<file path="config.mk">
export PLATFORM = sky130hd
export DESIGN_NAME = dcache_ctrl
export DESIGN_NICKNAME = d
export VERILOG_FILES = /design/src/rtl/dcache_pkg.sv /design/src/rtl/dcache_array.sv /design/src/rtl/dcache_ctrl.sv
export SDC_FILE = /design/constraint.sdc
export NUM_CORES = 2
export LEC_CHECK = 0
export ABC_AREA = 1
export BUFFER_PORTS_ARGS = -buffer_cell sky130_fd_sc_hd__buf_2
export CAP_MARGIN = 40
export CORE_ASPECT_RATIO = 0.5
export CORE_MARGIN = 1
export CORE_UTILIZATION = 64
export DETAILED_ROUTE_END_ITERATION = 10
export HOLD_SLACK_MARGIN = 0.02
export PLACE_DENSITY = 0.81
export SYNTH_ARGS = -nofsm -noshare
export SYNTH_HDL_FRONTEND = slang
export SYNTH_SLANG_ARGS = --single-unit
</file>
<file path="constraint.sdc">
create_clock -name clk -period 18.6 [get_ports clk]
set_input_delay 3.72 -clock clk [delete_from_list [all_inputs] [get_ports clk]]
set_output_delay 3.72 -clock clk [all_outputs]
set_load 0.02 [all_outputs]
</file>
<file path="src/rtl/dcache_pkg.sv">
// dcache_pkg: shared definitions for the direct-mapped write-back data cache.
//   LINES / WORDS / ADDR_W  cache geometry (LINES and WORDS powers of 2)
//   OFFSET_W / INDEX_W / TAG_W  address field widths derived from the geometry
//   state_t        controller states (IDLE, WB, REFILL)
//   addr_fields_t  word-address split {tag, index, offset}; byte bits [1:0] dropped
//   split_addr / beat_addr  helpers to decompose and rebuild byte addresses
package dcache_pkg;

  localparam int LINES    = 16;
  localparam int WORDS    = 4;
  localparam int ADDR_W   = 32;
  localparam int OFFSET_W = $clog2(WORDS);
  localparam int INDEX_W  = $clog2(LINES);
  localparam int TAG_W    = ADDR_W - INDEX_W - OFFSET_W - 2;

  typedef enum logic [1:0] {
    IDLE   = 2'd0,
    WB     = 2'd1,
    REFILL = 2'd2
  } state_t;

  typedef struct packed {
    logic [TAG_W-1:0]    tag;
    logic [INDEX_W-1:0]  index;
    logic [OFFSET_W-1:0] offset;
  } addr_fields_t;

  function automatic addr_fields_t split_addr(input logic [ADDR_W-1:0] addr);
    split_addr = addr[ADDR_W-1:2];
  endfunction

  // Word-aligned byte address of one beat of a line.
  function automatic logic [ADDR_W-1:0] beat_addr(input logic [TAG_W-1:0]    tag,
                                                  input logic [INDEX_W-1:0]  index,
                                                  input logic [OFFSET_W-1:0] offset);
    beat_addr = {tag, index, offset, 2'b00};
  endfunction

endpackage

</file>
<file path="src/rtl/dcache_array.sv">
// dcache_array: tag/valid/dirty/data storage for the direct-mapped cache.
// Ports:
//   clk, rst                  clock; synchronous active-high reset clears valid and dirty
//   rd_index, rd_offset       combinational read address
//   rd_valid, rd_dirty, rd_tag, rd_word   combinational read data
//   wr_en, wr_index, wr_offset, wr_data   single data-word write port
//   meta_en, meta_valid, meta_dirty, meta_tag   metadata write for line wr_index
// Tags and data are not reset; a line is only trusted once its valid bit is set.
module dcache_array
  import dcache_pkg::*;
(
  input  logic                clk,
  input  logic                rst,
  input  logic [INDEX_W-1:0]  rd_index,
  input  logic [OFFSET_W-1:0] rd_offset,
  output logic                rd_valid,
  output logic                rd_dirty,
  output logic [TAG_W-1:0]    rd_tag,
  output logic [31:0]         rd_word,
  input  logic                wr_en,
  input  logic [INDEX_W-1:0]  wr_index,
  input  logic [OFFSET_W-1:0] wr_offset,
  input  logic [31:0]         wr_data,
  input  logic                meta_en,
  input  logic                meta_valid,
  input  logic                meta_dirty,
  input  logic [TAG_W-1:0]    meta_tag
);

  logic [LINES-1:0] valid_q;
  logic [LINES-1:0] dirty_q;
  logic [TAG_W-1:0] tag_q  [LINES];
  logic [31:0]      data_q [LINES][WORDS];

  always_ff @(posedge clk) begin
    if (rst) begin
      valid_q <= '0;
      dirty_q <= '0;
    end else if (meta_en) begin
      valid_q[wr_index] <= meta_valid;
      dirty_q[wr_index] <= meta_dirty;
    end
  end

  always_ff @(posedge clk) begin
    if (meta_en) tag_q[wr_index] <= meta_tag;
    if (wr_en)   data_q[wr_index][wr_offset] <= wr_data;
  end

  assign rd_valid = valid_q[rd_index];
  assign rd_dirty = dirty_q[rd_index];
  assign rd_tag   = tag_q[rd_index];
  assign rd_word  = data_q[rd_index][rd_offset];

endmodule

</file>
<file path="src/rtl/dcache_ctrl.sv">
// dcache_ctrl: direct-mapped, write-back, write-allocate data cache controller.
// Geometry (LINES, WORDS, ADDR_W) comes from dcache_pkg.
// Ports:
//   clk, rst             clock; synchronous active-high reset
//   cpu_rd, cpu_wr       load / store request, held by the pipeline while hit=0
//                        (both together is a store)
//   cpu_addr, cpu_wdata  byte address (bits [1:0] ignored) and store data
//   cpu_rdata            load data, valid when cpu_rd && hit
//   hit                  1 = access complete or idle (pipeline advances), 0 = stall
//   mem_rd, mem_wr       memory beat requests
//   mem_addr, mem_wdata  word-aligned beat address and write-back data
//   mem_rdata, mem_ack   refill data and one-cycle beat completion
//   stat_hits, stat_misses  (only with DCACHE_STATS_EN) access counters
// Optional build macro: DCACHE_STATS_EN adds the hit/miss counters.
//
// Memory handshake: a beat is offered by raising mem_rd or mem_wr with
// mem_addr/mem_wdata; the request and its address/data stay stable until a
// cycle where mem_ack=1 completes it. The request then drops for exactly one
// cycle before the next beat. At most one beat is in flight, and mem_ack while
// no request is raised is ignored.
//
// The stalled pipeline holds cpu_addr across a miss, so the index and the
// requesting tag are taken straight from cpu_addr in WB and REFILL.
module dcache_ctrl
  import dcache_pkg::*;
(
  input  logic              clk,
  input  logic              rst,
  input  logic              cpu_rd,
  input  logic              cpu_wr,
  input  logic [ADDR_W-1:0] cpu_addr,
  input  logic [31:0]       cpu_wdata,
  output logic [31:0]       cpu_rdata,
  output logic              hit,
  output logic              mem_rd,
  output logic              mem_wr,
  output logic [ADDR_W-1:0] mem_addr,
  output logic [31:0]       mem_wdata,
  input  logic [31:0]       mem_rdata,
  input  logic              mem_ack
`ifdef DCACHE_STATS_EN
  ,
  output logic [31:0]       stat_hits,
  output logic [31:0]       stat_misses
`endif
);

  state_t              state, state_d;
  logic [OFFSET_W-1:0] beat, beat_d;
  logic                mem_rd_d, mem_wr_d;
  logic [ADDR_W-1:0]   mem_addr_d;
  logic [31:0]         mem_wdata_d;

  addr_fields_t        req;
  logic                is_req;
  logic                lookup_hit;
  logic                last_beat;
  logic                unused_byte_bits;

  logic [OFFSET_W-1:0] rd_offset;
  logic                rd_valid, rd_dirty;
  logic [TAG_W-1:0]    rd_tag;
  logic [31:0]         rd_word;
  logic                wr_en;
  logic [OFFSET_W-1:0] wr_offset;
  logic [31:0]         wr_data;
  logic                meta_en, meta_valid, meta_dirty;
  logic [TAG_W-1:0]    meta_tag;

  assign req              = split_addr(cpu_addr);
  assign is_req           = cpu_rd | cpu_wr;
  assign lookup_hit       = rd_valid && (rd_tag == req.tag);
  assign last_beat        = (beat == OFFSET_W'(WORDS - 1));
  assign unused_byte_bits = ^cpu_addr[1:0];

  dcache_array u_array (
    .clk        (clk),
    .rst        (rst),
    .rd_index   (req.index),
    .rd_offset  (rd_offset),
    .rd_valid   (rd_valid),
    .rd_dirty   (rd_dirty),
    .rd_tag     (rd_tag),
    .rd_word    (rd_word),
    .wr_en      (wr_en),
    .wr_index   (req.index),
    .wr_offset  (wr_offset),
    .wr_data    (wr_data),
    .meta_en    (meta_en),
    .meta_valid (meta_valid),
    .meta_dirty (meta_dirty),
    .meta_tag   (meta_tag)
  );

  always_ff @(posedge clk) begin
    if (rst) begin
      state     <= IDLE;
      beat      <= '0;
      mem_rd    <= 1'b0;
      mem_wr    <= 1'b0;
      mem_addr  <= '0;
      mem_wdata <= '0;
    end else begin
      state     <= state_d;
      beat      <= beat_d;
      mem_rd    <= mem_rd_d;
      mem_wr    <= mem_wr_d;
      mem_addr  <= mem_addr_d;
      mem_wdata <= mem_wdata_d;
    end
  end

  always_comb begin
    state_d     = state;
    beat_d      = beat;
    mem_rd_d    = mem_rd;
    mem_wr_d    = mem_wr;
    mem_addr_d  = mem_addr;
    mem_wdata_d = mem_wdata;
    hit         = 1'b0;
    cpu_rdata   = '0;
    rd_offset   = beat;
    wr_en       = 1'b0;
    wr_offset   = beat;
    wr_data     = mem_rdata;
    meta_en     = 1'b0;
    meta_valid  = 1'b0;
    meta_dirty  = 1'b0;
    meta_tag    = req.tag;

    unique case (state)
      IDLE: begin
        // On a miss the read port already points at word 0 so the first
        // write-back beat can be launched on the transition edge.
        rd_offset = (is_req && !lookup_hit) ? '0 : req.offset;
        if (!is_req) begin
          hit = 1'b1;
        end else if (lookup_hit) begin
          hit = 1'b1;
          if (cpu_wr) begin
            wr_en      = 1'b1;
            wr_offset  = req.offset;
            wr_data    = cpu_wdata;
            meta_en    = 1'b1;
            meta_valid = 1'b1;
            meta_dirty = 1'b1;
          end else begin
            cpu_rdata = rd_word;
          end
        end else begin
          beat_d = '0;
          if (rd_valid && rd_dirty) begin
            state_d     = WB;
            mem_wr_d    = 1'b1;
            mem_addr_d  = beat_addr(rd_tag, req.index, '0);
            mem_wdata_d = rd_word;
          end else begin
            state_d    = REFILL;
            mem_rd_d   = 1'b1;
            mem_addr_d = beat_addr(req.tag, req.index, '0);
          end
        end
      end

      WB: begin
        if (mem_wr) begin
          if (mem_ack) begin
            mem_wr_d = 1'b0;
            beat_d   = beat + 1'b1;
            if (last_beat) begin
              // Victim now matches memory; it stays valid until refill overwrites it.
              meta_en    = 1'b1;
              meta_valid = 1'b1;
              meta_dirty = 1'b0;
              meta_tag   = rd_tag;
              state_d    = REFILL;
            end
          end
        end else begin
          mem_wr_d    = 1'b1;
          mem_addr_d  = beat_addr(rd_tag, req.index, beat);
          mem_wdata_d = rd_word;
        end
      end

      REFILL: begin
        if (mem_rd) begin
          if (mem_ack) begin
            mem_rd_d   = 1'b0;
            beat_d     = beat + 1'b1;
            wr_en      = 1'b1;
            meta_en    = 1'b1;
            meta_dirty = 1'b0;
            // The line is marked invalid while partially filled.
            meta_valid = last_beat;
            if (last_beat) state_d = IDLE;
          end
        end else begin
          mem_rd_d   = 1'b1;
          mem_addr_d = beat_addr(req.tag, req.index, beat);
        end
      end

      default: begin
        state_d = IDLE;
      end
    endcase
  end

`ifdef DCACHE_STATS_EN
  logic count_hit, count_miss, refill_done, replay_q;

  assign count_hit   = (state == IDLE) && is_req && lookup_hit;
  assign count_miss  = (state == IDLE) && is_req && !lookup_hit;
  assign refill_done = (state == REFILL) && mem_rd && mem_ack && last_beat;

  // The cycle right after a refill is the replay of the held request; it is
  // already counted as a miss and must not also count as a hit.
  always_ff @(posedge clk) begin
    if (rst) begin
      replay_q    <= 1'b0;
      stat_hits   <= '0;
      stat_misses <= '0;
    end else begin
      replay_q <= refill_done;
      if (count_hit && !replay_q) stat_hits <= stat_hits + 32'd1;
      if (count_miss) stat_misses <= stat_misses + 32'd1;
    end
  end
`endif

endmodule

</file>
Word level (Yosys, flattened, before mapping)
Memories as Yosys holds them, arrays and structs flattened.
Cells that the tools add are included.

cells by class
  add/sub/neg operators = 1
  magnitude comparators = 5
  equality and inequality tests = 16
  mux-type cells = 90
  bitwise gates (word level) = 3
  reduce and logical (&&, ||, !) cells = 16

operator list
  cell                  count
  $mux W32              20
  $mux W128             1
  $mux W24              4
  $pmux W32 S3          1
  $bmux W32 S2          1
  $demux W32 S2         1
  $pmux W32 S2          1
  $mux W2               20
  $bwmux W16            2
  $mux W1               29
  $eq A24 B24 Y1        1
  $ne A2 B2 Y1 const B  12
  $reduce_and A5 Y1     3
  $pmux W2 S3           2
  $bmux W1 S4           2
  $reduce_and A4 Y1     2
  $reduce_and A8 Y1     1
  $ge A3 B3 Y1 const B  2
  $not A2 Y3            2
  $pmux W1 S2           3
  $pmux W1 S3           2
  $logic_and A1 B1 Y1   5
  $lt A4 B5 Y1 const B  1
  $demux W1 S4          1
  10 further kinds      12

storage, ports and cells
  register bits = 102
  memory bits (writable) = 2432
  output and inout port bits = 99
  logic and storage cells = 141
  memories = 2

memories
  memory          depth  width  read ports  clocked after memory_dff  write ports  line                RTL
  u_array.data_q  16     128    1           0                         1            dcache_array.sv:33  logic [31:0] data_q [LINES][WORDS];
  u_array.tag_q   16     24     1           0                         1            dcache_array.sv:32  logic [TAG_W-1:0] tag_q [LINES];

Depth between registers and ports, before layout
  word-level depth = 15
  mapped depth = 28
  mapped depth without buffers = 24

Cells and area by module
From an unflattened synthesis, not the netlist that was laid out.

second synthesis, totals
  cells, all modules = 9014
  area total of the unflattened synthesis = 104044.8 um2

by module, submodules not included
  module        instances  cells each  area an instance (um2)  sequential area each (um2)
  dcache_array  1          8052        98764.7                 73670.7
  dcache_ctrl   1          962         5280.1                  1361.3

Worst setup path after synthesis
Ideal clock, no wire load.

  path type = input port to output port
  from = input cpu_addr[5]
  to = output cpu_rdata[8]
  arrival = 6159 ps
  required time = 14880 ps
  slack = 8721 ps
  stages on the path = 24
  path buffers = 5
  cell sequence = buf_4 > nand2_2 > inv_2 > buf_6 > buf_2 > nand2_1 > nand3_1 > nand2_1 > nand2_1 > nor2_2 > nand2_1 > nand2_1 > nand2_1 > nor2_1 > nand2_1 > nor2_1 > nand2_1 > nand2_1 > nand2_1 > buf_2 > buf_2 > nand3_1 > nand3_1 > a21oi_1

on the way
  longest elaborated chain between the ends = 15

RTL lines
  item                                                   line                                   RTL
  from (decl)                                            dcache_ctrl.sv:31                      input logic [ADDR_W-1:0] cpu_addr,
  $mem_v2 Z16 W24 / $bmux W1 S4 (equally long branches)  -
  $eq A24 B24 Y1 / $mux W1 (equally long branches)       dcache_ctrl.sv:72, dcache_array.sv:50
  $logic_and A1 B1 Y1                                    dcache_ctrl.sv:72                      assign lookup_hit = rd_valid && (rd_tag == req.tag);
  $logic_not A1 Y1                                       dcache_ctrl.sv:135                     rd_offset = (is_req && !lookup_hit) ? '0 : req.offset;
  $logic_and A1 B1 Y1                                    dcache_ctrl.sv:135
  $mux W2                                                dcache_ctrl.sv:135
  $mux W2                                                dcache_ctrl.sv:131                     unique case (state)
  $not A2 Y3 (implied by the code)                       dcache_array.sv:53                     assign rd_word = data_q[rd_index][rd_offset];
  $bmux W32 S2                                           dcache_array.sv:53
  $mux W32 (implied by the code) (2 in series)           dcache_array.sv:53
  $mux W32                                               dcache_ctrl.sv:140                     if (cpu_wr) begin
  $mux W32 *                                             dcache_ctrl.sv:138                     end else if (lookup_hit) begin
  $mux W32 *                                             dcache_ctrl.sv:136                     if (!is_req) begin
  $mux W32 *                                             dcache_ctrl.sv:131
  to (decl)                                              dcache_ctrl.sv:33                      output logic [31:0] cpu_rdata,

Mark *: on every way between the ends. The rest lies on a longest branch, timed or not. The select of a mux whose other input is x is not followed.

Worst setup path in the final report
  from = input cpu_addr[5]
  to = output cpu_rdata[31]

The elaborated chain is that of the path after synthesis.

==> results.sh <==
export IMPL_status="finished, final reports clean"
export IMPL_fin_tns_setup_ps=0
export IMPL_path_delay_family="buffers and inverters"
export IMPL_synth_seq_cells=2532
export IMPL_synthCells=7006
export IMPL_n_fill_cell=8931
export IMPL_r2r_cells=21
export IMPL_coreArea_mm2=0.152
export IMPL_cts_tree="built"
export IMPL_hold_class="flop to flop"
export IMPL_ys_async_sr_fraction=0
export IMPL_timing_hold_ws_ps=474
export IMPL_combPwrFrac=0.119
export IMPL_gr_total_overflow=0
export IMPL_irDropWorstVdd_uv=133
export IMPL_finalSetupViolations=0
export IMPL_path_clk_slew_ps=60
export IMPL_reg2reg_from="u_array.tag_q[4][5]"
export IMPL_clock_latency_ps=850
export IMPL_grt_pass1_vias=61604
export IMPL_htree_levels=4
export IMPL_final_cell_mix="edfxtp_1 (2432), nand2_1 (1203), a22oi_1 (1027)"
export IMPL_first_pass_iters=7
export IMPL_min_from="mem_addr[22]"
export IMPL_io_pins=200
export IMPL_total_leakage_power_nw=37.2
export IMPL_power_frac_seq=0.528
export IMPL_tightest_slew_ps=1010
export IMPL_drt_iter0_markers=12734
export IMPL_via_count=65492
export IMPL_nNetsFinal=7278
export IMPL_relSlewSlack=0.328
export IMPL_max_freq_mhz=70.9
export IMPL_ant_nets=0
export IMPL_arrival_ps=10390
export IMPL_cts_path_max_buffers=3
export IMPL_synth_seq_area_share=0.765
export IMPL_area_growth_pct=10.9
export IMPL_holdPathStages=2
export IMPL_cts_buffers_inserted=202
export IMPL_antenna_found_initial=18
export IMPL_grt_max_degree=135
export IMPL_worstSetupStartpointType="input port"
export IMPL_die_area_mm2=0.155
export IMPL_holdBufCountCts=0
export IMPL_final_max_slew_viol_count=0
export IMPL_critical_path_max_fanout=54
export IMPL_wl_per_cell_um=30.0
export IMPL_initial_core_util=0.645
export IMPL_end_kind="output pin"
export IMPL_clockPowerShare=0.353
export IMPL_final_hold_violation_count=0
export IMPL_syn_area_per_cell_um2=14.0
export IMPL_drc_errors=0
export IMPL_gp_congestion=0.936
export IMPL_final_common_cell="edfxtp_1"
export IMPL_synth_edff_count=2432
export IMPL_cts_resized=0
export IMPL_worstPathRequired_ps=14880
export IMPL_slowest_delay_ps=680
export IMPL_die_w_um=555
export IMPL_p_sw_mw=3.10
export IMPL_worstSetupPathType="input port to output pin"
export IMPL_rsz0062_at_grt="false"
export IMPL_via_per_inst=6.96
export IMPL_whs_endpoint="mem_addr[22]"
export IMPL_crit_buf_inv=11
export IMPL_critPathSlowestCell="buf_4"
export IMPL_min_period_over_period=0.759
export IMPL_finalWirelength_mm=282
export IMPL_syn_area_mm2=0.0980
export IMPL_internal_power_mw=8.96
export IMPL_cts_sinks=2532
export IMPL_power_density_mw_per_mm2=111
export IMPL_r2r_end="u_array.data_q[13][5]"
export IMPL_ys_types=39
export IMPL_fin_worst_skew_ps=60.2
export IMPL_finalCriticalPeriod_ps=14110
export IMPL_cts_root_buf="clkbuf_16"
export IMPL_timing_critical_path_mode_cell="buf_4"
export IMPL_yosysWarnings=0
export IMPL_rrSetupSlack_ps=13760
export IMPL_cp_cell_sequence="buf_2 > buf_4 > buf_4 > inv_4 > nor2_4 > buf_4 > buf_16 > buf_4 > buf_4 > buf_4 > a22oi_1 > a21oi_1 > or4_1 > inv_1 > nand3_1 > nand3_1 > a21oi_1 > buf_2"
export IMPL_instances_no_fill=9407
export IMPL_synth_main_ff_cell="edfxtp_1"
export IMPL_fp_row_count=101
export IMPL_fp_dieH_um=279
export IMPL_hpwlAfterDp_mm=144
export IMPL_drive_gt1_frac=0.110
export IMPL_multi_input_area_mm2=0.0205
export IMPL_drv_cap=0
export IMPL_dp_cells=9027
export IMPL_switching_share=0.257
export IMPL_seqCellArea_mm2=0.0750
export IMPL_grt_pass1_wl_mm=400
export IMPL_cts_setup_buffers=0
export IMPL_grt_usage=0.357
export IMPL_port_buffers=195
-- worst max-delay path by stage --
stage | cells past startpoint | from | end | slack [ps]
floorplan | 24 | cpu_addr[5] | cpu_rdata[8] | 8720
global placement | 17 | cpu_addr[5] | cpu_rdata[31] | 4560
detailed placement | 18 | cpu_addr[5] | cpu_rdata[31] | 4810
CTS | 18 | cpu_addr[5] | cpu_rdata[31] | 4760
global route | 18 | cpu_addr[5] | cpu_rdata[31] | 4460
finish | 18 | cpu_addr[5] | cpu_rdata[31] | 4490
-- worst reg2reg max path: cells and delay by family (launching register included) --
| family | cells | cell delay, ps |
|---|---|---|
| simple gates | 17 | 2830 |
| buf+inv | 3 | 1150 |
| flops | 1 | 370 |
| compound gates | 1 | 100 |
-- synthesized netlist by cell type (74+ instances only) --
cell	instances	share of area
edfxtp_1	2432	0.75
nand2_1	1240	0.047
a22oi_1	1027	0.079
a21oi_1	612	0.031
inv_1	333	0.013
clkbuf_1	310	0.012
nand3_1	228	0.012
nor2_1	198	0.0076
or4_1	128	0.0098
dfxtp_1	100	0.020
o21ai_0	92	0.0047
buf_2	74	0.0038
-- per-stage QoR --
| stage | util | worst slack (ps) | cell area (um^2) | total power [mW] |
|---|---|---|---|---|
| 2_1_floorplan | - | 8720 | 98000 | 7.29 |
| 3_3_place_gp | 0.670 | 4560 | 102000 | 7.76 |
| 3_5_place_dp | 0.673 | 4810 | 102000 | 7.84 |
| 4_1_cts | 0.715 | 4760 | 109000 | 12.0 |
| 5_1_grt | 0.715 | 4460 | 109000 | 12.3 |
| 6_report | 0.716 | 4490 | 109000 | 12.1 |
-- registers in the layout, indices dropped and copies added, names as in the netlist --
name             cells
beat                 2
u_array.tag_q      384
mem_rd               1
u_array.data_q    2048
u_array.valid_q     16
mem_wr               1
mem_wdata           32
u_array.dirty_q     16
state                2
mem_addr            30
-- per-layer routing --
metal  vias up  track usage  wire length, um
li1      26796            -                -
met1     31403        0.467            93200
met2      6280        0.544           127000
met3       997        0.116            46900
met4        16        0.173            14700
met5         -      0.00432              184
-- cells by family after synthesis --
kind of cell,share of synthesized area
AO/OA/AOI/OAI,0.120
adder cells (fa/ha/maj),0.000638
buffers and inverters,0.0320
flip-flops,0.765
other,0.0000383
AND/OR/NAND/NOR,0.0816
-- power groups by stage --
stage          clock network [mW]  logic [mW]  registers, mW
3_3_place_gp                    0        1.28           6.48
5_1_grt                      4.46        1.50           6.36
4_1_cts                      4.24        1.37           6.36
6_report                     4.26        1.44           6.36
2_1_floorplan                   0       0.739           6.55
3_5_place_dp                    0        1.35           6.49
-- final cells by class --
class | count | area share
Multi-Input combinational cell | 3688 | 0.188
Clock buffer | 264 | 0.0501
Timing Repair Buffer | 402 | 0.0265
Tap cell | 2060 | 0.0237
Antenna cell | 9 | 0.000207
Sequential cell | 2532 | 0.690
Inverter | 346 | 0.0123
Clock inverter | 106 | 0.00883
No activity file was read; power rests on OpenSTA's default activity.
